<file path="src/rtl/calendar_date_counter.sv">
// -----------------------------------------------------------------------------
// calendar_date_counter
//
// Day/month/year calendar counter with a running day-of-year index. The
// registered `year` output feeds an external divisible-by-4 leap detector whose
// result comes back on `leap4` and sets February's length when the date
// advances. Loads carry their own leap check, derived from `load_year`.
//
// Optional build macro:
//   LEAP_CENTURY_EN - Gregorian century correction. Years divisible by 100
//                     but not by 400 are not leap. The mod-100/400 test is
//                     computed internally from `year` (advance) and from
//                     `load_year` (load).
//
// Ports:
//   clock       in   system clock, all state updates on the rising edge
//   reset       in   synchronous, active-high reset (highest priority)
//   tick        in   advance the date by one day
//   load        in   load load_year/load_month/load_day (wins over tick)
//   load_year   in   [YEAR_W-1:0] year to load
//   load_month  in   [3:0] month to load, 1..12
//   load_day    in   [4:0] day to load, 1..31
//   leap4       in   1 = current `year` is divisible by 4
//   year        out  [YEAR_W-1:0] current year
//   month       out  [3:0] current month, 1..12
//   day         out  [4:0] current day of month, 1..31
//   doy         out  [8:0] day of year, 1..366
//   new_year    out  one-cycle pulse after a Dec 31 -> Jan 1 rollover
//   year_wrap   out  one-cycle pulse after year rolls from max to 0
//   load_err    out  one-cycle pulse after a rejected load
// -----------------------------------------------------------------------------
module calendar_date_counter #(
   parameter int YEAR_W     = 11,
   parameter int START_YEAR = 2000
) (
   input  logic              clock,
   input  logic              reset,
   input  logic              tick,
   input  logic              load,
   input  logic [YEAR_W-1:0] load_year,
   input  logic [3:0]        load_month,
   input  logic [4:0]        load_day,
   input  logic              leap4,
   output logic [YEAR_W-1:0] year,
   output logic [3:0]        month,
   output logic [4:0]        day,
   output logic [8:0]        doy,
   output logic              new_year,
   output logic              year_wrap,
   output logic              load_err
);

   // Days in month m; only meaningful for m in 1..12.
   function automatic logic [4:0] month_len(input logic [3:0] m, input logic leap);
      case (m)
         4'd2:                       month_len = leap ? 5'd29 : 5'd28;
         4'd4, 4'd6, 4'd9, 4'd11:    month_len = 5'd30;
         default:                    month_len = 5'd31;
      endcase
   endfunction

   // Days in a non-leap year preceding the first of month m.
   function automatic logic [8:0] days_before(input logic [3:0] m);
      case (m)
         4'd2:    days_before = 9'd31;
         4'd3:    days_before = 9'd59;
         4'd4:    days_before = 9'd90;
         4'd5:    days_before = 9'd120;
         4'd6:    days_before = 9'd151;
         4'd7:    days_before = 9'd181;
         4'd8:    days_before = 9'd212;
         4'd9:    days_before = 9'd243;
         4'd10:   days_before = 9'd273;
         4'd11:   days_before = 9'd304;
         4'd12:   days_before = 9'd334;
         default: days_before = 9'd0;
      endcase
   endfunction

   logic       adv_leap;   // leap flag for the currently registered year
   logic       ld_leap;    // leap flag for the year being loaded
   logic [4:0] cur_len;
   logic [4:0] ld_len;
   logic       ld_ok;
   logic [8:0] ld_doy;

`ifdef LEAP_CENTURY_EN
   // Divisible-by-400 is always leap; other multiples of 100 never are;
   // everything else falls back to the divisible-by-4 answer.
   function automatic logic century_leap(input logic [YEAR_W-1:0] y, input logic by4);
      int unsigned yi;
      yi = 32'(y);
      if (yi % 400 == 0)
         century_leap = 1'b1;
      else if (yi % 100 == 0)
         century_leap = 1'b0;
      else
         century_leap = by4;
   endfunction

   assign adv_leap = century_leap(year, leap4);
   assign ld_leap  = century_leap(load_year, load_year[1:0] == 2'b00);
`else
   assign adv_leap = leap4;
   assign ld_leap  = (load_year[1:0] == 2'b00);
`endif

   assign cur_len = month_len(month, adv_leap);
   assign ld_len  = month_len(load_month, ld_leap);

   assign ld_ok = (load_month >= 4'd1) && (load_month <= 4'd12) &&
                  (load_day   >= 5'd1) && (load_day   <= ld_len);

   // The leap day only shifts doy for dates after February.
   assign ld_doy = days_before(load_month) + {4'd0, load_day} +
                   {8'd0, (ld_leap && (load_month > 4'd2))};

   // NOTE: sequential state uses non-blocking assignments so every register
   // samples the pre-edge values; blocking here would create order-dependent
   // behaviour between the fields.
   always_ff @(posedge clock) begin
      // Pulses default low and are raised only in the cycle that causes them.
      new_year  <= 1'b0;
      year_wrap <= 1'b0;
      load_err  <= 1'b0;

      if (reset) begin
         year  <= YEAR_W'(START_YEAR);
         month <= 4'd1;
         day   <= 5'd1;
         doy   <= 9'd1;
      end else if (load) begin
         // A load always consumes the cycle; a simultaneous tick is dropped
         // even when the load itself is rejected.
         if (ld_ok) begin
            year  <= load_year;
            month <= load_month;
            day   <= load_day;
            doy   <= ld_doy;
         end else begin
            load_err <= 1'b1;
         end
      end else if (tick) begin
         if (day < cur_len) begin
            day <= day + 5'd1;
            doy <= doy + 9'd1;
         end else if (month < 4'd12) begin
            month <= month + 4'd1;
            day   <= 5'd1;
            doy   <= doy + 9'd1;
         end else begin
            month    <= 4'd1;
            day      <= 5'd1;
            doy      <= 9'd1;
            year     <= year + 1'b1;
            new_year <= 1'b1;
            if (year == {YEAR_W{1'b1}})
               year_wrap <= 1'b1;
         end
      end
   end

endmodule

</file>
<file path="config.mk">
export PLATFORM = sky130hd
export DESIGN_NAME = calendar_date_counter
export DESIGN_NICKNAME = d
export VERILOG_FILES = /design/src/rtl/calendar_date_counter.sv
export SDC_FILE = /design/constraint.sdc
export NUM_CORES = 1
export LEC_CHECK = 0
export CORE_MARGIN = 10
export CORE_UTILIZATION = 50
export DETAILED_ROUTE_END_ITERATION = 10
export GPL_TIMING_DRIVEN = 0
export PLACE_DENSITY_LB_ADDON = 0.3
export SYNTH_ARGS = -nofsm -noshare
export SYNTH_HDL_FRONTEND = slang
export SYNTH_SLANG_ARGS = --single-unit
</file>
<file path="constraint.sdc">
create_clock -name clock -period 3.5 [get_ports clock]
set_input_delay 0.7 -clock clock [delete_from_list [all_inputs] [get_ports clock]]
set_output_delay 0.7 -clock clock [all_outputs]
set_load 0.02 [all_outputs]
</file>
======== Word-level counts from Yosys, hierarchy flattened ========
Memory sizes are Yosys's and may differ from the RTL's.
Cells that the tools add are included.
word-level totals
  word-level logic and storage cells ...... 77
  bits in read-only memories .............. 144
  bits of input ports ..................... 25
  output and inout bits ................... 32
  memories kept ........................... 1
  register bits ........................... 32
memory list
  name              words  width  rd ports  clocked after memory_dff  wr ports  RTL line  RTL
  (name not given)  16     9      1         0                         0         64        case (m)
cells by class
  magnitude comparators ................... 7
  add/sub/neg operators ................... 6
  muxes and demuxes ....................... 26
  bitwise gates (word level) .............. 2
  reduce and logical (&&, ||, !) cells .... 14
  eq/ne operators ......................... 14
operator list
  operator                                                            number
  two-way mux 11 bit                                                  5
  two-way mux 9 bit                                                   5
  two-way mux 4 bit                                                   5
  two-way mux 5 bit                                                   4
  equality test 4 x 3 -> 1 bit (second input constant)                4
  equality test 4 bit (second input constant)                         4
  OR reduction 4 bit                                                  3
  adder 11 x 1 -> 11 bit (second input constant)                      1
  equality test 11 bit (second input constant)                        1
  adder 9 x 1 -> 9 bit                                                1
  adder 9 x 1 -> 9 bit (second input constant)                        1
  adder 9 x 5 -> 9 bit                                                1
  equality test 4 x 2 -> 1 bit (second input constant)                2
  one-hot mux 2 bit (2 select lines)                                  2
  adder 5 x 1 -> 5 bit (second input constant)                        1
  greater-or-equal comparator 5 x 1 -> 1 bit (second input constant)  1
  <= comparator 5 bit                                                 1
  < comparator 5 bit                                                  1
  two-way mux 1 bit                                                   5
  OR reduction 5 bit                                                  1
  adder 4 x 1 -> 4 bit (second input constant)                        1
  greater-or-equal comparator 4 x 1 -> 1 bit (second input constant)  1
  > comparator 4 x 2 -> 1 bit (second input constant)                 1
  <= comparator 4 bit (second input constant)                         1
  other kinds (11)                                                    16

======== Logic depth before layout (Yosys ltp) ========
  word-level depth ........................ 7
  depth in mapped cells ................... 15
  depth with buffers taken out ............ 14

======== Worst setup path before layout ========
No wires, ideal clock.
  path type ............................... input-to-reg
  start point ............................. input port load_month[3]
  end point ............................... register doy[6]
  setup time .............................. 0.092 ns
  buffers on the path ..................... 2
  required time ........................... 3.408 ns
  stages .................................. 12
  arrival ................................. 3.060 ns
  slack ................................... 0.348 ns
  cells stage by stage .................... buf_2 buf_1 nand2_1 o22a_1 fa_1 fa_1 nor2b_1 o31ai_1 a21oi_1 xnor2_1 a21oi_1 o32ai_1
between the ends
  cells in the longest elaborated chain, start to end .. 7
  elaborated cells between the ends (all ways) .. 22
  classes of those cells .................. add/sub (2); order compare (4); eq/ne (6); mux (3); reduce/logical (6); memory (1)
ends and longest elaborated chain
  what                                                              RTL line  RTL
  from (decl)                                                       41        input logic [3:0] load_month,
  branches (longest 7 deep; another with memory read (16 x 9 bit))  --
  to (signal assigned)                                              139       doy <= ld_doy;
  to (signal assigned)                                              146       doy <= doy + 9'd1;
  to (signal assigned)                                              150       doy <= doy + 9'd1;
  to (decl)                                                         47        output logic [8:0] doy,
Parallel ways; which one is timed is not known. The select of a mux whose other input is x is not followed.
A chain may end at the register's enable or synchronous reset.

======== Final worst setup path ========
Ends and elaborated chain as after synthesis.

==> flow_summary.yaml <==
run_status:
  status: "completed"
logic_synthesis:
  async_reset_ff_frac: 0
  syn_nets: 400
  synth_mux_area_frac: 0.0474
  synth_top_cell_area_share: 0.231
  synth_common_cells: "nor2_1 (41), dfxtp_1 (32), a21oi_1 (24), ha_1 (24), nand2_1 (20)"
  synth_cells: 349
  synth_edf_count: 0
  synth_xor_area_frac: 0.0221
  ys.flop_type: "dfxtp_1"
  yosysMostFrequentCell: "nor2_1"
  syn_area_per_cell_um2: 7.94
  synth_area_leaders: "dfxtp_1 (23%), ha_1 (11%), nor2_1 (5.6%), a21oi_1 (4.3%), o21ai_0 (3.4%)"
  synth_top_area_cell: "dfxtp_1"
  synth_cell_types: 69
  synth_top_family_by_area: "compound AO/OA/AOI/OAI gates"
  ys_ff_latch: 32
  synth_fa_ha_area_frac: 0.123
  synth.cell_area_um2: 2770
  synth_compound_area_frac: 0.286
  yosys.area_share.simple: 0.237
  ys_seq_area_frac: 0.231
  yosys_warnings: 0
clock_network:
  postCtsHoldBufs: 0
  cts_made_buffers: 5
  clock_latency_ns: 0.28
  h-tree-depth: 2
  clockBufferDepth: 2
  cts_tree: "done"
  clock_tree.root_cell: "clkbuf_8"
  clkTransAtPathRegs_ns: 0.06
  cts.sinks: 32
cells_and_area:
  final_area_um2: 3530
  areaGrowthSynthToFinish_pct: 27.2
  fin_util: 0.648
  insertedDiodeCount: 0
  drive_above_1_share: 0.107
  fin_nets: 463
floorplanning:
  fp.dieArea_um2: 8920
  core_um2: 5440
  start_util: 0.510
  die_x_um: 94.5
  rows: 27
  die_y_um: 94.5
  boundaryPins: 57
worst_hold_path:
  holdCritPathClass: "reg2reg"
place:
  placed_area_um2: 3410
  place.gp.congestion: 0.905
  portBuffers: 55
  dpl_worst_slack_ns: -0.723
  place_hpwl_um: 6350
pwr:
  clkPwrFrac: 0.239
  powerDensity_nw_per_um2: 315
  internal_power_mw: 0.716
  p_sw_frac: 0.357
  cellLeakagePower_nw: 1.36
  p_comb_frac: 0.371
  power.switching_mw: 0.397
  pwr-share-seq: 0.389
  irDropWorstVdd_mv: 0.156
routing:
  wirelength_um: 8320
  postRouteAntennaNets: 0
  first_pass_iters: 5
  drt_iter0_markers: 272
  vias: 2939
  viasPerCell: 6.07
  detail_route.wl_per_cell_um: 17.2
  drc: 0
sta:
  finalHoldViolCount: 0
  setup_viol: 0
  grt_setup_unrepaired: "false"
  fmax_mhz: 302
  fin_skew_ns: 0.00435
  min_period_ns: 3.31
  slew_headroom: 0.614
  worst_pin_slew_ns: 0.579
  whs_ns: 0.516
  min_period_over_period: 0.945
  slew_viol_final: 0
  setup_slack_ns: 0.192
critical_path:
  crit_type: "in2reg"
  cp-end-kind: "register"
  cp_max_fo: 10
  critPathLaunchType: "input port"
  critPathArrivalTime_ns: 3.50
  cp.required_ns: 3.69
grt:
  first_global_vias: 2770
  grt_start_max_net_pins: 11
  antenna_found_initial: 0
  grt_usage: 0.185
  grt_overflow: 0
  grt_pass1_wl_um: 13500
flow_run:
  drv_cap: 0
[path summary, 6_finish.rpt]
path | startpoint | end | slack, ns | cells after the start
max reg2reg | month[0] | month[3] | 0.95 | 10
min reg2reg | year[10] | year_wrap | 0.52 | 2
min | year[10] | year_wrap | 0.52 | 2
max | load_month[3] | doy[6] | 0.19 | 13
[flip-flops by register name (all words and copies together) (netlist names)]
| name | flops |
|---|---|
| doy | 9 |
| month | 4 |
| load_err | 1 |
| year_wrap | 1 |
| day | 5 |
| year | 11 |
| new_year | 1 |
[layout by cell type, fill, tap and decap left out, types with 3 or more instances in the layout]
cell / netlist / final
buf_4: 1 / 3
o21ai_1: 6 / 6
mux2_2: 4 / 4
nor3_1: 13 / 13
nor2_1: 41 / 41
o21ai_0: 19 / 19
a22oi_1: 4 / 4
buf_2: 5 / 4
a211oi_1: 6 / 6
xor2_1: 3 / 3
nand3_1: 14 / 14
mux2i_1: 6 / 6
o31ai_1: 5 / 4
clkbuf_1: 9 / 9
clkbuf_8: 0 / 5
a31oi_1: 6 / 6
nand2b_1: 4 / 4
clkbuf_2: 0 / 3
inv_1: 15 / 14
xnor2_1: 4 / 4
a21o_1: 3 / 3
nand3b_1: 3 / 3
clkdlybuf4s50_1: 0 / 51
o21a_1: 6 / 6
or2_2: 3 / 3
nand2_1: 20 / 20
ha_1: 24 / 24
nor2b_1: 7 / 6
and3_1: 6 / 6
a21oi_1: 24 / 24
dfxtp_1: 32 / 32
o32ai_1: 5 / 5
[worst max-delay path: stages]
cell           delay [ns]
dlygate4sd2_1        0.34
buf_4                0.23
buf_2                0.23
nand2_1              0.07
o22a_1               0.23
fa_2                 0.38
fa_2                 0.38
nor2b_4              0.14
o31ai_2              0.09
a21oi_1              0.20
xnor2_1              0.18
a21oi_1              0.10
o32ai_1              0.22
[power groups by stage]
stage	logic, mW	registers [mW]	clock network, mW
final	0.413	0.433	0.266
after global routing	0.453	0.439	0.282
after CTS	0.407	0.432	0.272
after detailed placement	0.403	0.441	0
after global placement	0.393	0.439	0
after floorplan	0.222	0.465	0
[logic make-up (layout without fill, tap and decap cells)]
family | count (synthesis) | count (layout)
AO/OA/AOI/OAI | 112 | 112
XOR/XNOR | 7 | 7
adder cells (fa/ha/maj) | 26 | 26
buffers and inverters | 33 | 96
flip-flops | 32 | 32
multiplexers | 11 | 11
AND/OR/NAND/NOR | 128 | 128
[stage by stage]
step | std cells | total power, mW | TNS [ns]
after floorplan | 349 | 0.687 | 0
after global placement | 476 | 0.832 | -14.76
after detailed placement | 476 | 0.843 | -16.64
after CTS | 484 | 1.11 | 0
after global routing | 484 | 1.17 | 0
final | 484 | 1.11 | 0
[routing by layer]
| metal | up-vias | routed length, um | global-route usage |
|---|---|---|---|
| met5 | - | 0 | 0 |
| met4 | 0 | 269 | 0.0848 |
| met3 | 24 | 618 | 0.0349 |
| met2 | 136 | 3880 | 0.311 |
| met1 | 1368 | 3540 | 0.222 |
| li1 | 1411 | - | - |
[final cells by class]
type	instances	area, um2
Tap cell	72	90.1
Clock inverter	1	5.00
Multi-Input combinational cell	284	2010
Fill cell	467	1910
Sequential cell	32	641
Buffer	18	100
Timing Repair Buffer	56	549
Clock buffer	6	72.6
Inverter	15	56.3
[what timing repair did]
action	in CTS	in global routing
cloned	0	0
resized for setup	11	9
setup endpoints to repair	29	29
pin swaps	2	2
setup buffers	1	0
No activity file was read; power rests on OpenSTA's default activity.
